==> src/rtl/io_bus_ctrl.sv <==
// Purpose : memory-mapped IO controller (LED, 7-seg handshake out, debounced button-qualified switch input).
// Latency : io_din combinational from io_addr; writes/side effects land on the next clk edge; sw/btn 2-flop sync.
// Backpr. : OUT_DATA writes are dropped while seg_valid=1; seg_valid clears on seg_valid & seg_ack.
//
// Optional feature macro: IO_CYCLE_CNT_EN adds a 32-bit free-running cycle counter at 0x18
// (write clears). Without it 0x18 reads 0 and writes to it are dropped.
//
// Ports:
//   clk, rstn                  clock, asynchronous active-low reset
//   io_addr/io_dout/io_we/io_rd CPU MEM-stage IO bus; io_din read data (combinational)
//   sw, btn                    raw asynchronous switches and "enter" button
//   led                        LED register
//   seg_data/seg_valid/seg_ack value offered to the display driver with valid/ack handshake
//
// Register map (word address io_addr[7:2]):
//   0x00 LED (R/W)   0x04 IN_STAT (R)   0x08 IN_DATA (R, clears in_valid/overrun)
//   0x0C OUT_STAT (R) 0x10 OUT_DATA (W)  0x14 SW_RAW (R)   0x18 CYCLE_CNT (optional)
module io_bus_ctrl #(
  parameter int SW_W            = 16,
  parameter int DEBOUNCE_CYCLES = 1000000,
  parameter int CNT_W           = 20
) (
  input  logic            clk,
  input  logic            rstn,
  input  logic [7:0]      io_addr,
  input  logic [31:0]     io_dout,
  input  logic            io_we,
  input  logic            io_rd,
  output logic [31:0]     io_din,
  input  logic [SW_W-1:0] sw,
  input  logic            btn,
  output logic [SW_W-1:0] led,
  output logic [31:0]     seg_data,
  output logic            seg_valid,
  input  logic            seg_ack
);

  localparam logic [5:0] A_LED      = 6'h00;
  localparam logic [5:0] A_IN_STAT  = 6'h01;
  localparam logic [5:0] A_IN_DATA  = 6'h02;
  localparam logic [5:0] A_OUT_STAT = 6'h03;
  localparam logic [5:0] A_OUT_DATA = 6'h04;
  localparam logic [5:0] A_SW_RAW   = 6'h05;
`ifdef IO_CYCLE_CNT_EN
  localparam logic [5:0] A_CYC_CNT  = 6'h06;
`endif
  localparam logic [CNT_W-1:0] DB_LAST = CNT_W'(DEBOUNCE_CYCLES - 1);

  // Byte offset within the word is ignored by the decoder.
  logic [5:0] w_word;
  logic       w_unused_addr;
  assign w_word        = io_addr[7:2];
  assign w_unused_addr = ^io_addr[1:0];

  // Two-flop synchronisers.
  logic [SW_W-1:0] r_sw_s1, r_sw_s2;
  logic            r_btn_s1, r_btn_s2;

  always_ff @(posedge clk or negedge rstn) begin
    if (!rstn) begin
      r_sw_s1  <= '0;
      r_sw_s2  <= '0;
      r_btn_s1 <= 1'b0;
      r_btn_s2 <= 1'b0;
    end else begin
      r_sw_s1  <= sw;
      r_sw_s2  <= r_sw_s1;
      r_btn_s1 <= btn;
      r_btn_s2 <= r_btn_s1;
    end
  end

  // Debounce: the counter only runs while the synchronised button disagrees
  // with the debounced state, so any glitch shorter than DEBOUNCE_CYCLES resets it.
  logic [CNT_W-1:0] r_db_cnt;
  logic             r_btn_db;
  logic             r_btn_db_q;
  logic             w_press;

  always_ff @(posedge clk or negedge rstn) begin
    if (!rstn) begin
      r_db_cnt   <= '0;
      r_btn_db   <= 1'b0;
      r_btn_db_q <= 1'b0;
    end else begin
      r_btn_db_q <= r_btn_db;
      if (r_btn_s2 == r_btn_db) begin
        r_db_cnt <= '0;
      end else if (r_db_cnt == DB_LAST) begin
        r_btn_db <= ~r_btn_db;
        r_db_cnt <= '0;
      end else begin
        r_db_cnt <= r_db_cnt + CNT_W'(1);
      end
    end
  end

  assign w_press = r_btn_db & ~r_btn_db_q;

  // Bus strobes.
  logic w_wr_led, w_wr_out, w_rd_in_data;
  assign w_wr_led     = io_we & (w_word == A_LED);
  assign w_wr_out     = io_we & (w_word == A_OUT_DATA);
  assign w_rd_in_data = io_rd & (w_word == A_IN_DATA);

  // LED register.
  logic [SW_W-1:0] r_led;
  always_ff @(posedge clk or negedge rstn) begin
    if (!rstn) begin
      r_led <= '0;
    end else if (w_wr_led) begin
      r_led <= io_dout[SW_W-1:0];
    end
  end
  assign led = r_led;

  // Input channel. A press coinciding with an IN_DATA read wins: the read
  // sees the old data, the new sample is captured and overrun starts clean.
  logic [SW_W-1:0] r_in_data;
  logic            r_in_valid;
  logic            r_overrun;

  always_ff @(posedge clk or negedge rstn) begin
    if (!rstn) begin
      r_in_data  <= '0;
      r_in_valid <= 1'b0;
      r_overrun  <= 1'b0;
    end else if (w_press && (!r_in_valid || w_rd_in_data)) begin
      r_in_data  <= r_sw_s2;
      r_in_valid <= 1'b1;
      r_overrun  <= 1'b0;
    end else if (w_press) begin
      r_overrun  <= 1'b1;
    end else if (w_rd_in_data) begin
      r_in_valid <= 1'b0;
      r_overrun  <= 1'b0;
    end
  end

  // Output channel. A write in the transfer cycle is dropped because
  // seg_valid was still 1 when it was sampled.
  logic [31:0] r_seg_data;
  logic        r_seg_valid;

  always_ff @(posedge clk or negedge rstn) begin
    if (!rstn) begin
      r_seg_data  <= '0;
      r_seg_valid <= 1'b0;
    end else if (r_seg_valid) begin
      if (seg_ack) begin
        r_seg_valid <= 1'b0;
      end
    end else if (w_wr_out) begin
      r_seg_data  <= io_dout;
      r_seg_valid <= 1'b1;
    end
  end
  assign seg_data  = r_seg_data;
  assign seg_valid = r_seg_valid;

`ifdef IO_CYCLE_CNT_EN
  logic [31:0] r_cyc_cnt;
  always_ff @(posedge clk or negedge rstn) begin
    if (!rstn) begin
      r_cyc_cnt <= '0;
    end else if (io_we && (w_word == A_CYC_CNT)) begin
      r_cyc_cnt <= '0;
    end else begin
      r_cyc_cnt <= r_cyc_cnt + 32'd1;
    end
  end
`endif

  // Read mux: reflects pre-edge contents, so a same-cycle write is not visible.
  always_comb begin
    io_din = 32'd0;
    case (w_word)
      A_LED:      io_din = 32'(r_led);
      A_IN_STAT:  io_din = {30'd0, r_overrun, r_in_valid};
      A_IN_DATA:  io_din = 32'(r_in_data);
      A_OUT_STAT: io_din = {31'd0, ~r_seg_valid};
      A_SW_RAW:   io_din = 32'(r_sw_s2);
`ifdef IO_CYCLE_CNT_EN
      A_CYC_CNT:  io_din = r_cyc_cnt;
`endif
      default:    io_din = 32'd0;
    endcase
  end

endmodule
==> config.mk <==
export PLATFORM = sky130hd
export DESIGN_NAME = io_bus_ctrl
export DESIGN_NICKNAME = d
export VERILOG_FILES = /design/src/rtl/io_bus_ctrl.sv
export SDC_FILE = /design/constraint.sdc
export NUM_CORES = 1
export LEC_CHECK = 0
export BUFFER_PORTS_ARGS = -buffer_cell sky130_fd_sc_hd__buf_2
export CAP_MARGIN = 5
export CORE_MARGIN = 2
export CORE_UTILIZATION = 51
export DETAILED_ROUTE_END_ITERATION = 10
export HOLD_SLACK_MARGIN = 0.1
export PLACE_DENSITY_LB_ADDON = 0.1
export SETUP_SLACK_MARGIN = 0.4
export SLEW_MARGIN = 20
export SYNTH_ARGS = -nofsm -noshare
export SYNTH_HDL_FRONTEND = slang
export SYNTH_SLANG_ARGS = --single-unit
==> constraint.sdc <==
create_clock -name clk -period 2.2 [get_ports clk]
set_clock_uncertainty 0.2 [all_clocks]
set_input_delay 0.11 -clock clk [delete_from_list [all_inputs] [get_ports clk]]
set_output_delay 0.11 -clock clk [all_outputs]
set_load 0.02 [all_outputs]
==> results_dict.tcl, run 1 <==
set metrics [dict create \
    tightest_slew_ns 0.5661 \
    placementRows 35 \
    multi_input_area_um2 1748 \
    p_leak_nw 3.947 \
    crit_path_end_kind "primary output" \
    critPathArrivalTime_ns 1.78 \
    syn_area_um2 4931 \
    cpMaxStageDelayCell "mux4_2" \
    grt-ovfl-total 0 \
    yosysWarnings 0 \
    detail-route-antenna-nets 0 \
    critPathMaxStageDelay_ns 0.49 \
    synth.yosys.seq_area_share_pct 62.42 \
    cts_made_buffers 17 \
    clk_pin_slew_ns 0.06 \
    grt_pass1_vias 3784 \
    status "finished clean" \
    place_ws_ns 0.1647 \
    dp_hpwl_um 6975 \
    root_buffer "clkbuf_8" \
    drive_gt1_share_pct 47.92 \
    avgSynthCellArea_um2 13.97 \
    fin_nets 676 \
    fin_crit_sh_pct 94.99 \
    antennaDiodeCount 0 \
    via_per_inst 5.166 \
    setup_tns_ns 0 \
    required_ns 1.89 \
    grt_max_degree 58 \
    dr.pass1.iters 8 \
    regArea_um2 3084 \
    yosysUniqueCellTypes 42 \
    rsz0062_at_grt "true" \
    coreArea_um2 9328 \
    crit_chain "mux4_2 -> a22o_1 -> buf_6" \
    fmax_mhz 478.5 \
    hold_viol 0 \
    relSlewSlack_pct 61.91 \
    cts_sinks 123 \
    htree_levels 4 \
    synth-edff-count 0 \
    setup_viol 0 \
    die_area_um2 10470 \
    antenna_found_initial 0 \
    synthArstFlopShare_pct 100.0 \
    cts_max_path_buffers 2 \
    numPortBuffers 124 \
    cp_max_fo 3 \
    clk-insertion-delay-late_ns 0.50 \
    netlist_instances 353 \
    grt_pass1_wl_um 18660 \
    num-fill-cells 491 \
    ios 143 \
    synth_top_flop_cell "dfrtp_1" \
    grt_usage_pct 23.82 \
    cts_tree "yes" \
    worst_setup_path_start_kind "register" \
    die_h_um 102.3 \
    totalWireLength_um 13290 \
    dr_total_vias 3900 \
    fin_ws_ns 0.1102 \
    drv_cap 0 \
    drc 0 \
    die_w_um 102.3 \
    ys_ff_latch 123 \
    worstSetupPathType "register to primary output" \
    drtIter0Drc 200 \
    area_growth_pct 56.36 \
    initial_core_util_pct 52.86 \
    powerDensity_nw_per_um2 799.9 \
    ir_worst_vdd_uv 504.2 \
    detail_route.wl_per_cell_um 17.60 \
    drv_slew 0 \
    period_minus_slack_ns 2.090 \
    gp_congestion 0.7813 \
    holdCritPathClass "register to register" \
]
-- synthesized netlist by cell type, drive strengths merged, types with 2 or more instances --
cell    count  area (um^2)
clkbuf      4        15.01
nand2       6        32.53
mux2i       3        30.03
xnor2      13        113.9
a22o        2        17.52
nand4       7        50.05
nand3       5        25.02
nor2       22        82.58
xor2        3        26.28
mux2       65        769.5
or4         2        18.77
nor3b       3        27.52
a21oi       3        15.01
buf        23        167.7
dfrtp     123         3078
nand3b      2        15.01
a222oi     14        140.1
nor3        6        41.29
inv        22        82.58
nor4        7        43.79
o21ai       7        35.03
-- worst max-delay path: cells and delay by family (launching register included) --
family,cells,cell delay [ns]
multiplexers,1,0.49
flip-flops,1,0.43
AO/OA/AOI/OAI,1,0.22
buffers and inverters,1,0.14
-- layer usage --
metal  GRT usage, %  wire, um  share of wire (%)
met5              0         0                  0
met4          10.15       280                2.1
met3          4.651       755                5.7
met2          40.99      7082                 53
met1          29.47      5170                 39
-- worst paths after layout --
path	end	start	slack (ns)	depth (start not counted)
worst max-delay path	io_din[0]	r_in_valid	0.11	3
worst min-delay path	r_sw_s2[4]	r_sw_s1[4]	0.15	0
worst max register to register	r_btn_db	r_db_cnt[13]	0.13	5
min in group asynchronous	led[10]	rstn	0.46	3
worst min register to register	r_sw_s2[4]	r_sw_s1[4]	0.15	0
max in group asynchronous	r_sw_s2[1]	rstn	0.84	4
-- layout by cell type, fill, tap and decap left out, types with 2 or more instances in the layout --
master | Yosys | routed
buf_6 | 2 | 27
conb_1 | 1 | 16
or4_4 | 1 | 2
o21ai_1 | 2 | 2
clkbuf_16 | 0 | 18
xnor2_1 | 13 | 13
clkinv_4 | 0 | 3
a21oi_1 | 3 | 2
a22o_1 | 2 | 2
nand4_1 | 6 | 6
bufinv_16 | 0 | 4
nand2_1 | 4 | 4
xor2_1 | 3 | 3
mux2i_1 | 3 | 3
o21ai_0 | 5 | 4
nor2_1 | 22 | 21
nor4_1 | 7 | 5
clkinvlp_4 | 0 | 3
clkbuf_8 | 0 | 2
dfrtp_2 | 0 | 5
nor3_1 | 5 | 5
buf_4 | 16 | 40
mux2_2 | 55 | 54
nor3b_2 | 1 | 2
nand3b_1 | 2 | 2
inv_1 | 22 | 21
a222oi_1 | 14 | 14
nand2_4 | 1 | 2
buf_12 | 0 | 4
inv_6 | 0 | 2
buf_2 | 5 | 105
nand3_1 | 5 | 4
dfrtp_1 | 123 | 118
mux2_4 | 10 | 11
dlygate4sd3_1 | 0 | 75
-- power breakdown --
group          switching (mW)  internal, mW  total (mW)
Sequential             0.0955          2.42        2.52
Clock                    1.01          1.88        2.89
Combinational           0.394         0.365       0.759
Total                    1.50          4.67        6.17
-- through the flow --
stage | cells | hold slack, ns | utilization (%) | instance area, um^2 | power (mW)
detailed placement | 608 | -0.2165 | 61.53 | 5739 | 3.151
CTS | 737 | 0.1321 | 80.30 | 7490 | 6.169
floorplan | 368 | -0.3856 | - | 5007 | 2.893
global route | 755 | 0.1512 | 82.66 | 7710 | 6.378
global placement | 608 | -0.2156 | 61.53 | 5739 | 3.135
finish | 755 | 0.1464 | 82.66 | 7710 | 6.167
-- area by class of cell --
| cell class | count | area share (%) |
|---|---|---|
| clock buffer | 19 | 5.599 |
| clock inverter | 13 | 2.483 |
| inverter | 22 | 1.071 |
| multi-input combinational | 196 | 22.67 |
| sequential | 123 | 40.00 |
| tap | 129 | 2.093 |
| timing repair buffer | 253 | 26.08 |
-- what timing repair did --
item,4_1_cts,5_1_grt
hold buffers,75,0
resized for setup,57,11
pin swaps,15,11
cloned,0,3
buffers inserted,22,15
hold endpoints to repair,191,0
setup endpoints to repair,36,72
-- registers in the layout, summed over array words and instances (netlist names) --
register,flops
led,16
r_btn_db,1
r_btn_db_q,1
r_btn_s1,1
r_btn_s2,1
r_db_cnt,20
r_in_data,16
r_in_valid,1
r_overrun,1
r_sw_s1,16
r_sw_s2,16
seg_data,32
seg_valid,1
-- kinds of logic (layout without fill, tap and decap cells) --
group	Yosys count	in the layout	synth area share, %
compound gates	27	27	4.390
xor+xnor	16	16	2.842
fa+ha+maj	1	1	0.2537
buf+inv	49	307	5.379
flops	123	123	62.42
mux	69	69	16.67
other cells	1	16	0.07605
simple gates	67	67	7.968
No activity file was read; power rests on OpenSTA's default activity.
==> run 2: changes to the inputs <==
--- a/config.mk
+++ b/config.mk
@@ -12,7 +12,7 @@
 export DETAILED_ROUTE_END_ITERATION = 10
 export HOLD_SLACK_MARGIN = 0.1
 export PLACE_DENSITY_LB_ADDON = 0.1
-export SETUP_SLACK_MARGIN = 0.4
+export SETUP_SLACK_MARGIN = 0.05
 export SLEW_MARGIN = 20
 export SYNTH_ARGS = -nofsm -noshare
 export SYNTH_HDL_FRONTEND = slang
==> run 2 against run 1 <==
Compared with the run above:
- clock power rose by 9.0%
- utilization fell by 4.7 points
- hold slack improved by 0.00054 ns
- final area fell by 5.7%
- total power rose by 4.1%
- register-to-register slack improved by 0.10 ns
- sequential share of layout area rose by 2.3 points
- critical endpoint is now r_in_data[13]
- largest cell class unchanged
- highest routed layer unchanged
==> results_dict.tcl, run 2 (synthesis gave the netlist of run 1 again) <==
set metrics [dict create \
    period_minus_slack_ns 2.113 \
    die_w_um 102.3 \
    grt_max_degree 44 \
    dr.pass1.iters 5 \
    drc 0 \
    drv_cap 0 \
    met1_length_um 4752 \
    cp_max_fo 16 \
    fin_nets 646 \
    dr_total_vias 3666 \
    critPathMaxStageDelay_ns 0.58 \
    cp_top_family "simple AND/OR/NAND/NOR gates" \
    dp_hpwl_um 6876 \
    detail-route-antenna-nets 0 \
    ios 143 \
    crit_buf_inv 2 \
    grt-ovfl-total 0 \
    drv_slew 0 \
    holdCritPathClass "register to register" \
    antennaDiodeCount 0 \
    critPathArrivalTime_ns 2.30 \
    hold_viol 0 \
    tightest_slew_ns 0.6628 \
    numPortBuffers 124 \
    wl_met3_um 550 \
    wl_met2_um 6205 \
    cts_tree "yes" \
    die_area_um2 10470 \
    relSlewSlack_pct 55.41 \
    gp_congestion 0.7752 \
    cts_made_buffers 17 \
    grt_usage_pct 23.25 \
    ir_worst_vdd_uv 756.4 \
    clk-insertion-delay-late_ns 0.51 \
    die_h_um 102.3 \
    setup_tns_ns 0 \
    detail_route.wl_per_cell_um 16.14 \
    clk_pin_slew_ns 0.06 \
    coreArea_um2 9328 \
    antenna_found_initial 0 \
    crit_chain "buf_2 -> or4_4 -> dlygate4sd3_1 -> o21ai_1 -> nand2_2 -> mux2_2" \
    final_cell_mix "dfrtp_1, buf_2, dlygate4sd3_1" \
    fmax_mhz 473.2 \
    largest_register_ffs 32 \
    totalWireLength_um 11700 \
    num-fill-cells 568 \
    drtIter0Drc 199 \
    highest_layer "met4" \
    setup_viol 0 \
    utilization_pct 77.92 \
    crit_path_end_kind "register" \
    cpMaxStageDelayCell "dlygate4sd3_1" \
    cts_sinks 123 \
    fin_crit_sh_pct 96.06 \
    cts_max_path_buffers 2 \
    worstSetupPathType "input pin to register" \
    initial_core_util_pct 52.86 \
    area_growth_pct 47.40 \
    grt_pass1_wl_um 18300 \
    status "finished clean" \
    required_ns 2.39 \
    worst_setup_path_start_kind "input pin" \
    placementRows 35 \
    p_leak_nw 3.743 \
    final_common_cell "dfrtp_1" \
    root_buffer "clkbuf_8" \
    via_per_inst 5.057 \
    drive_gt1_share_pct 40.44 \
    powerDensity_nw_per_um2 883.3 \
    htree_levels 4 \
    rsz0062_at_grt "false" \
    grt_pass1_vias 3784 \
]
[run 2: path summary, 6_finish.rpt]
kind                                  to        from  cells past startpoint  slack [ns]
min                           r_sw_s2[0]  r_sw_s1[0]                      0        0.15
min reg2reg                   r_sw_s2[0]  r_sw_s1[0]                      0        0.15
max reg2reg                    seg_valid   seg_valid                      5        0.23
max in group asynchronous   seg_data[11]        rstn                      4        0.96
min in group asynchronous    seg_data[8]        rstn                      4        0.51
max                        r_in_data[13]  io_addr[7]                      6        0.09
[run 2: metrics by stage]
step                      cell area [um^2]  hold WS (ns)  cells  setup slack [ns]  power [mW]
final                                 7268        0.1470    725           0.08671       6.420
after global routing                  7268        0.1537    725           0.05438       6.660
after floorplan                       4987       -0.3856    368            0.2767       2.891
after CTS                             7262        0.1378    725            0.1010       6.459
after global placement                5704       -0.1286    606            0.2130       3.131
after detailed placement              5704       -0.1288    606            0.1730       3.149
[run 2: what timing repair did]
item,4_1_cts,5_1_grt
setup endpoints to repair,0,1
hold buffers,87,0
hold endpoints to repair,191,0
buffers inserted,0,0
resized for setup,0,2
[run 2: where the power goes]
group / total [mW] / switching (mW) / internal (mW) / leakage [nW]
Combinational: 0.749 / 0.380 / 0.369 / 1.82
Sequential: 2.52 / 0.0954 / 2.42 / 1.60
Clock: 3.15 / 1.01 / 2.15 / 0.327
[run 2: final cells by class]
cell class / count / area [um^2] / share of cell area, %
clock buffer: 20 / 445.4 / 6.128
tap: 129 / 161.4 / 2.221
clock inverter: 12 / 231.5 / 3.185
timing repair buffer: 223 / 1625 / 22.36
multi-input combinational: 196 / 1644 / 22.62
sequential: 123 / 3078 / 42.35
inverter: 22 / 82.58 / 1.136
[run 2: per-layer routing]
| metal | vias to the layer above | GRT usage [%] |
|---|---|---|
| met4 | 0 | 10.05 |
| met2 | 123 | 39.73 |
| met1 | 1841 | 28.10 |
| met3 | 15 | 5.814 |
| li1 | 1687 | - |
| met5 | - | 0 |
[run 2: worst reg2reg max path, stage by stage, from the launching register on]
cell,delay (ns)
dfrtp_1,0.40
nor3b_1,0.19
nand4b_1,0.18
buf_12,0.23
o21ai_0,0.11
dlygate4sd3_1,0.59
